File: src/rtl/alu_pkg.sv
// Shared opcode encoding for the ALU datapath.
package alu_pkg;

  localparam int unsigned OP_W = 4;

  typedef logic [OP_W-1:0] aluOp_t;

  localparam aluOp_t OP_ADD = 4'd0;
  localparam aluOp_t OP_SUB = 4'd1;
  localparam aluOp_t OP_AND = 4'd2;
  localparam aluOp_t OP_OR  = 4'd3;
  localparam aluOp_t OP_SLL = 4'd4;
  localparam aluOp_t OP_SRL = 4'd5;
  localparam aluOp_t OP_SRA = 4'd6;
  localparam aluOp_t OP_SGT = 4'd7;
  localparam aluOp_t OP_SLT = 4'd8;
  localparam aluOp_t OP_XOR = 4'd9;
  localparam aluOp_t OP_NOR = 4'd10;

endpackage

File: src/rtl/alu_core.sv
// Combinational ALU: eleven ops, zero flag and add/sub signed-overflow flag.
module alu_core
  import alu_pkg::*;
#(
  parameter int WIDTH = 32,
  parameter int SW    = $clog2(WIDTH)
) (
  input  logic [WIDTH-1:0] a,
  input  logic [WIDTH-1:0] b,
  input  logic [OP_W-1:0]  op,
  input  logic [SW-1:0]    shamt,
  output logic [WIDTH-1:0] result,
  output logic             zero,
  output logic             ovf
);

  logic [WIDTH-1:0] sum;
  logic [WIDTH-1:0] diff;

  assign sum  = a + b;
  assign diff = a - b;

  always_comb begin
    result = '0;
    ovf    = 1'b0;
    case (op)
      OP_ADD: begin
        result = sum;
        ovf    = (a[WIDTH-1] == b[WIDTH-1]) && (sum[WIDTH-1] != a[WIDTH-1]);
      end
      OP_SUB: begin
        result = diff;
        ovf    = (a[WIDTH-1] != b[WIDTH-1]) && (diff[WIDTH-1] != a[WIDTH-1]);
      end
      OP_AND: result = a & b;
      OP_OR:  result = a | b;
      OP_SLL: result = a << shamt;
      OP_SRL: result = a >> shamt;
      OP_SRA: result = $unsigned($signed(a) >>> shamt);
      OP_SGT: result = {{(WIDTH-1){1'b0}}, ($signed(a) > $signed(b))};
      OP_SLT: result = {{(WIDTH-1){1'b0}}, ($signed(a) < $signed(b))};
      OP_XOR: result = a ^ b;
      OP_NOR: result = ~(a | b);
      default: result = '0;
    endcase
  end

  assign zero = (result == '0);

endmodule

File: src/rtl/alu_pipe.sv
// Two-stage regfile/ALU datapath with valid/ready command input.
// Define ALU_FWD_EN to bypass the S2 writeback value instead of stalling on a RAW match.
module alu_pipe
  import alu_pkg::*;
#(
  parameter int WIDTH = 32,
  parameter int NREGS = 32,
  localparam int AW   = $clog2(NREGS),
  localparam int SW   = $clog2(WIDTH)
) (
  input  logic             clk,
  input  logic             rst,
  input  logic             cmd_valid,
  output logic             cmd_ready,
  input  logic [OP_W-1:0]  cmd_op,
  input  logic [AW-1:0]    cmd_rs1,
  input  logic [AW-1:0]    cmd_rs2,
  input  logic [AW-1:0]    cmd_rd,
  input  logic             cmd_wr,
  input  logic             cmd_sel,
  input  logic [WIDTH-1:0] cmd_imm,
  input  logic [SW-1:0]    cmd_shamt,
  output logic             res_valid,
  output logic [WIDTH-1:0] res_data,
  output logic             res_zero,
  output logic             res_ovf
);

  logic [WIDTH-1:0] regFile [NREGS];

  logic             s1Valid;
  logic             s1Wr;
  logic             s1Sel;
  logic [WIDTH-1:0] s1A;
  logic [WIDTH-1:0] s1B;
  logic [WIDTH-1:0] s1Imm;
  logic [OP_W-1:0]  s1Op;
  logic [SW-1:0]    s1Shamt;
  logic [AW-1:0]    s1Rd;

  logic [WIDTH-1:0] aluRes;
  logic             aluZero;
  logic             aluOvf;
  logic [WIDTH-1:0] wbData;
  logic [WIDTH-1:0] opA;
  logic [WIDTH-1:0] opB;
  logic             hit1;
  logic             hit2;
  logic             accept;

  alu_core #(
    .WIDTH(WIDTH),
    .SW   (SW)
  ) uCore (
    .a     (s1A),
    .b     (s1B),
    .op    (s1Op),
    .shamt (s1Shamt),
    .result(aluRes),
    .zero  (aluZero),
    .ovf   (aluOvf)
  );

  assign wbData = s1Sel ? s1Imm : aluRes;

  // The S1 command writes the regfile only on the next edge, so its rd is still stale here.
  assign hit1 = s1Valid & s1Wr & (cmd_rs1 == s1Rd);
  assign hit2 = s1Valid & s1Wr & (cmd_rs2 == s1Rd);

`ifdef ALU_FWD_EN
  assign cmd_ready = ~rst;
  assign opA       = hit1 ? wbData : regFile[cmd_rs1];
  assign opB       = hit2 ? wbData : regFile[cmd_rs2];
`else
  assign cmd_ready = ~rst & ~(cmd_valid & (hit1 | hit2));
  assign opA       = regFile[cmd_rs1];
  assign opB       = regFile[cmd_rs2];
`endif

  assign accept = cmd_valid & cmd_ready;

  always_ff @(posedge clk or posedge rst) begin
    if (rst) begin
      s1Valid <= 1'b0;
      s1Wr    <= 1'b0;
      s1Sel   <= 1'b0;
      s1A     <= '0;
      s1B     <= '0;
      s1Imm   <= '0;
      s1Op    <= '0;
      s1Shamt <= '0;
      s1Rd    <= '0;
    end else begin
      s1Valid <= accept;
      if (accept) begin
        s1Wr    <= cmd_wr;
        s1Sel   <= cmd_sel;
        s1A     <= opA;
        s1B     <= opB;
        s1Imm   <= cmd_imm;
        s1Op    <= cmd_op;
        s1Shamt <= cmd_shamt;
        s1Rd    <= cmd_rd;
      end
    end
  end

  always_ff @(posedge clk or posedge rst) begin
    if (rst) begin
      for (int i = 0; i < NREGS; i++) begin
        regFile[i] <= '0;
      end
      res_valid <= 1'b0;
      res_data  <= '0;
      res_zero  <= 1'b0;
      res_ovf   <= 1'b0;
    end else begin
      res_valid <= s1Valid;
      if (s1Valid) begin
        res_data <= wbData;
        res_zero <= aluZero;
        res_ovf  <= aluOvf;
        if (s1Wr) begin
          regFile[s1Rd] <= wbData;
        end
      end
    end
  end

endmodule

File: config.mk
export PLATFORM = sky130hd
export DESIGN_NAME = alu_pipe
export DESIGN_NICKNAME = d
export VERILOG_FILES = /design/src/rtl/alu_pkg.sv /design/src/rtl/alu_core.sv /design/src/rtl/alu_pipe.sv
export SDC_FILE = /design/constraint.sdc
export NUM_CORES = 2
export LEC_CHECK = 0
export CORE_UTILIZATION = 45
export CTS_CLUSTER_SIZE = 10
export DETAILED_ROUTE_END_ITERATION = 8
export GPL_TIMING_DRIVEN = 0
export PLACE_DENSITY = 0.72
export SETUP_SLACK_MARGIN = 0.02
export SYNTH_ARGS = -nofsm -noshare
export SYNTH_HDL_FRONTEND = slang
export SYNTH_SLANG_ARGS = --single-unit
File: constraint.sdc
create_clock -name clk -period 57.5 [get_ports clk]
set_input_delay 17.25 -clock clk [delete_from_list [all_inputs] [get_ports clk]]
set_output_delay 17.25 -clock clk [all_outputs]
set_load 0.01 [all_outputs]
# == Yosys cells after proc, flatten, opt, wreduce, memory -nomap -nowiden ==
# Index checks and enable logic that the tools add are counted.
# totals
register_bits,1172
out_inout_bits,36
# op_classes
eq_ne,16
muxes,12
n_bitwise,16
n_reduce_logical,6
shift,3
n_lt_le_gt_ge,6
add_sub_neg,2
# op_table
op,count
$bwmux W1024,1
$pmux W32 S11,1
$bmux W32 S5,2
$mux W32,6
$demux W32 S5,1
$add A32 B32 Y32,1
$and A32 B32 Y32,1
$gt A32 B32 Y1,1
$logic_not A32 Y1,1
$lt A32 B32 Y1,1
$not A32 Y32,1
$or A32 B32 Y32,1
$shl A32 B5 Y32,1
$shr A32 B5 Y32,1
$sshr A32 B5 Y32,1
$sub A32 B32 Y32,1
$xor A32 B32 Y32,1
$ge A6 B6 Y1 const B,3
$not A5 Y6,3
$eq A4 B3 Y1 const B,4
$eq A4 B4 Y1 const B,3
$eq A5 B5 Y1,2
$eq A4 B2 Y1 const B,2
$and A1 B1 Y1,6
10 further kinds,15

# == Longest topological paths before layout ==
# depth
depth_word,7
ltp_mapped,17
depth_no_buf,15

# == Hierarchy ==
# Synthesis repeated with hierarchy kept, for this count alone.
# unflattened
hier_cells,7401
area_unflattened_um2,69201.4
# by_module_without_submodules
module,cells_per_inst,instances,area_each_um2
alu_pipe,5946,1,58865.2
alu_core,1455,1,10336.2

# == Least setup slack after synthesis ==
# Ideal clock, no wire load.
# synth_timing
path_kind,input port to output port
start,input port cmd_rs1[3]
end,output port cmd_ready
slack_ns,22.119
t_required_ns,40.250
path_stages,6
n_path_buf,1
arrival_ns,18.131
cell_sequence,clkbuf_1 > xor2_1 > nor3_1 > nand3_1 > o31ai_1 > a41oi_1
# synth_via
elab_chain_len,6
# synth_rtl
item,line_no,text
"start, declared",alu_pipe.sv:16,"input logic [AW-1:0] cmd_rs1,"
$eq A5 B5 Y1,alu_pipe.sv:67,assign hit1 = s1Valid & s1Wr & (cmd_rs1 == s1Rd);
$and A1 B1 Y1,alu_pipe.sv:67,
$or A1 B1 Y1,alu_pipe.sv:75,assign cmd_ready = ~rst & ~(cmd_valid & (hit1 | hit2));
$and A1 B1 Y1,alu_pipe.sv:75,
$not A1 Y1,alu_pipe.sv:75,
$and A1 B1 Y1,alu_pipe.sv:75,
"end, declared",alu_pipe.sv:14,"output logic cmd_ready,"
# No other way between the ends.

# == Final worst setup path ==
# layout_timing
start,input port cmd_rs2[4]
end,output port cmd_ready
# layout_via
elab_chain_len,6
# layout_rtl
item,line_no,text
"start, declared",alu_pipe.sv:17,"input logic [AW-1:0] cmd_rs2,"
$eq A5 B5 Y1,alu_pipe.sv:68,assign hit2 = s1Valid & s1Wr & (cmd_rs2 == s1Rd);
$and A1 B1 Y1,alu_pipe.sv:68,
$or A1 B1 Y1,alu_pipe.sv:75,
$and A1 B1 Y1,alu_pipe.sv:75,
$not A1 Y1,alu_pipe.sv:75,
$and A1 B1 Y1,alu_pipe.sv:75,
# No other way between the ends.

==> run_results.csv <==
group,metric,value,unit
floorplan,rows,142,
clock_network,cts_buffer_depth,3,
yosys,yosys.area_share.adder,0.01823,
place,dpl.cell_count,8287,
yosys,synth_compound_area_frac,0.1320,
floorplan,initial_utilization,0.4541,
finish,fin_cells,8480,
finish,area_growth,11.80,%
place,io_buffers,90,
min_path,min_path_type,"flop to flop",
route,routed_wl,301100,microns
yosys,yosys-mux-area-fraction,0.2747,
route,ant_nets,0,
outcome,violations,"max-capacitance violations, max-slew violations",
clock_network,clock_latency,810,ps
power,p_int,0.001791,W
worst_setup_path,r2r-start,"s1A[1]",
yosys,synth_edf_count,0,
yosys,synth_top_family_by_area,"multiplexers",
grt,grt-ovfl-total,0,
route,viasPerCell,6.697,
power,p_sw,0.001086,W
clock_network,clk_pin_slew,50,ps
yosys,yosysWarnings,0,
worst_setup_path,r2r_slack,49290,ps
worst_setup_path,arrival,20100,ps
timing,fmax,26.78,MHz
clock_network,post_cts_buffers,0,
route,drt_iter0_markers,7220,
timing,period_minus_slack,37350,ps
timing,rsz0062_at_grt,"false",
floorplan,ios,97,
yosys,syn_area,0.06810,sq mm
worst_setup_path,critPathKind,"primary input to primary output",
outcome,status,"finished with violations",
yosys,async_reset_ff_frac,1.000,
worst_setup_path,worstSetupEndpointType,"primary output",
route,vias,56790,
clock_network,cts_resized,0,
route,wire_per_inst,35.51,microns
power,clock_power_share,0.290,
timing,drv_slew,25,
place,gp_congestion,1.112,
finish,drive_above_1_share,0.1743,
worst_setup_path,cp_max_fo,2,
grt,antenna_found_initial,14,
clock_network,cts-htree-levels,4,
place,hpwlAfterDp,240900,microns
floorplan,die_h,391.0,microns
timing,fin_ws,20150,ps
clock_network,root_buffer,"clkbuf_16",
power,p_per_area,37.79,mW/mm^2
timing,setup_viol,0,
min_path,min_from,"s1Valid",
route,drcViolationCount,0,
yosys,synth-simple-area-share,0.09714,
floorplan,core-area,0.1500,sq mm
timing,tightest_slew,1570,ps
yosys,synth_nets,6318,
route,first_pass_iters,6,
clock_network,cts_hold_buffers,0,
clock_network,cts_buffers,141,
power,seqPwrFrac,0.384,
grt,grt_pass1_vias,57014,
yosys,ys_seq_area_frac,0.4307,
worst_setup_path,crit_path_start,"cmd_rs2[4]",
yosys,ys_types,109,
place,post-place-ws,20370,ps
flow_run,max_cap_viol_count,5,
yosys,synth-xor-area-share,0.002829,
finish,nFillCells,13147,
worst_setup_path,critical_path_required,40250,ps
timing,fin_setup_tns,0,ps
power,ir_drop,0.02689,mV
clock_network,clock_sinks,1172,
timing,hold_viol,0,
yosys,synth_cells,6159,
grt,grt_max_degree,139,
floorplan,dieArea,0.1529,sq mm
grt,grt_use_total,0.3959,
power,leakage,31.48,nW
floorplan,die_x,391.0,microns
finish,final_nets,6574,
yosys,synth_ff_type,"dfrtp_1",
power,total_power,0.002877,W
timing,fin_skew,37.10,ps
power,swShare,0.3776,
worst_setup_path,start_kind,"primary input",
yosys,synth-seq-cells,1172,
power,p_comb_frac,0.326,
timing,min_period_over_period,0.6495,
finish,seq_area,0.02933,sq mm
finish,multi_input_area,0.03585,sq mm
timing,maxSlewHeadroom,-0.07648,
yosys,syn_avg_cell_area,11.06,sq um
clock_network,cts_tree,"built",
grt,grt_pass1_wl,421900,microns
==> metrics by stage <==
step                      cell area [sq um]  hold slack [ps]    util
after global routing                  76130            420.0  0.5077
after CTS                             76090            406.7  0.5074
final                                 76140            398.3  0.5077
after global placement                71520            387.3  0.4770
after detailed placement              71980            395.0  0.4800
after floorplan                       68100            374.5       -
==> critical path, cell delays in order <==
cell and delay (ps):
clkdlybuf4s50_1 780, xnor2_1 180, nand3_1 100, o31ai_1 1000, a41oi_1 240, clkdlybuf4s50_1 540
==> final cells by class <==
| type | count | share of cell area |
|---|---|---|
| multi-input combinational | 4267 | 0.4709 |
| sequential | 1172 | 0.3852 |
| clock buffer | 168 | 0.04942 |
| buffer | 615 | 0.03456 |
| tap | 2016 | 0.03313 |
| timing repair buffer | 113 | 0.01671 |
| inverter | 105 | 0.005308 |
| clock inverter | 19 | 0.004618 |
| antenna | 5 | 0.0001643 |
==> metal layers <==
metal	vias to the layer above	track usage	part of all wire
met4	8	0.3087	0.094
met1	29155	0.4692	0.35
li1	23202	-	-
met5	-	0	0.00012
met3	856	0.08756	0.091
met2	3569	0.6276	0.46
==> worst paths after layout <==
check | depth (start not counted) | endpoint
setup / recovery | 6 | cmd_ready
hold reg to reg | 0 | res_valid
min in group asynchronous | 2 | s1Imm[1]
max in group asynchronous | 5 | regFile[686]
setup reg to reg | 14 | regFile[21]
hold / removal | 0 | res_valid
==> Yosys cell counts (all sizes together), types with 17 or more instances <==
cell	n	area [sq um]
a211o	17	152.7
a211oi	34	260.3
a21o	20	151.4
a21oi	159	795.8
a221oi	22	192.7
buf	99	581.8
clkbuf	516	2047
dfrtp	1172	29330
ha	96	1201
inv	103	389.1
mux2	118	1329
mux2i	154	1541
mux4	703	15840
nand2	1165	4378
nand2b	22	137.6
nand3	37	185.2
nand4	17	106.4
nor2	207	784.5
nor2b	21	131.4
nor3	38	206.5
o211ai	28	210.2
o21ai	1079	5400
o22ai	26	162.7
==> cell families (layout without fill, tap and decap cells) <==
family	after synthesis	count (layout)
XOR/XNOR	22	22
adder cells (fa/ha/maj)	98	98
AND/OR/NAND/NOR	1597	1597
AO/OA/AOI/OAI	1575	1575
buffers and inverters	720	1020
multiplexers	975	975
flip-flops	1172	1172
other	0	5
==> registers in the layout (all words and copies together) (netlist names) <==
| signal | cells |
|---|---|
| s1B | 32 |
| s1Wr | 1 |
| s1Imm | 32 |
| regFile | 1024 |
| res_ovf | 1 |
| res_zero | 1 |
| s1Rd | 5 |
| s1Shamt | 5 |
| s1Valid | 1 |
| s1A | 32 |
| s1Sel | 1 |
| res_data | 32 |
| s1Op | 4 |
| res_valid | 1 |
==> power groups by stage <==
stage	Combinational (W)	Clock [W]	Sequential, W
2_1_floorplan	0.000546	0	0.00107
3_3_place_gp	0.000878	0	0.00110
3_5_place_dp	0.000898	0	0.00111
4_1_cts	0.000902	0.000834	0.00110
5_1_grt	0.000972	0.000866	0.00112
6_report	0.000939	0.000833	0.00111
==> layout by cell type (no fill, tap or decap), types with 12 or more instances in the layout <==
master / n
a221oi_1: 22
buf_1: 58
buf_4: 14
buf_2: 19
a21oi_1: 158
buf_6: 12
a211oi_1: 31
xnor2_1: 14
o221ai_1: 15
mux2i_1: 153
nor3_1: 32
o21ai_0: 1076
clkbuf_16: 143
nor2b_1: 20
clkbuf_8: 20
o22ai_1: 26
nand3_1: 37
mux2_2: 117
clkdlybuf4s50_1: 90
clkbuf_1: 521
ha_1: 96
o31ai_1: 15
inv_1: 100
a221o_1: 12
o211ai_1: 28
nand2_1: 1163
mux4_2: 702
a31oi_1: 15
o21a_1: 12
a211o_1: 14
a21o_1: 19
a22oi_1: 12
dfrtp_1: 1172
nand2b_1: 22
nand4_1: 17
nor2_1: 205
No activity file was read; power rests on OpenSTA's default activity.
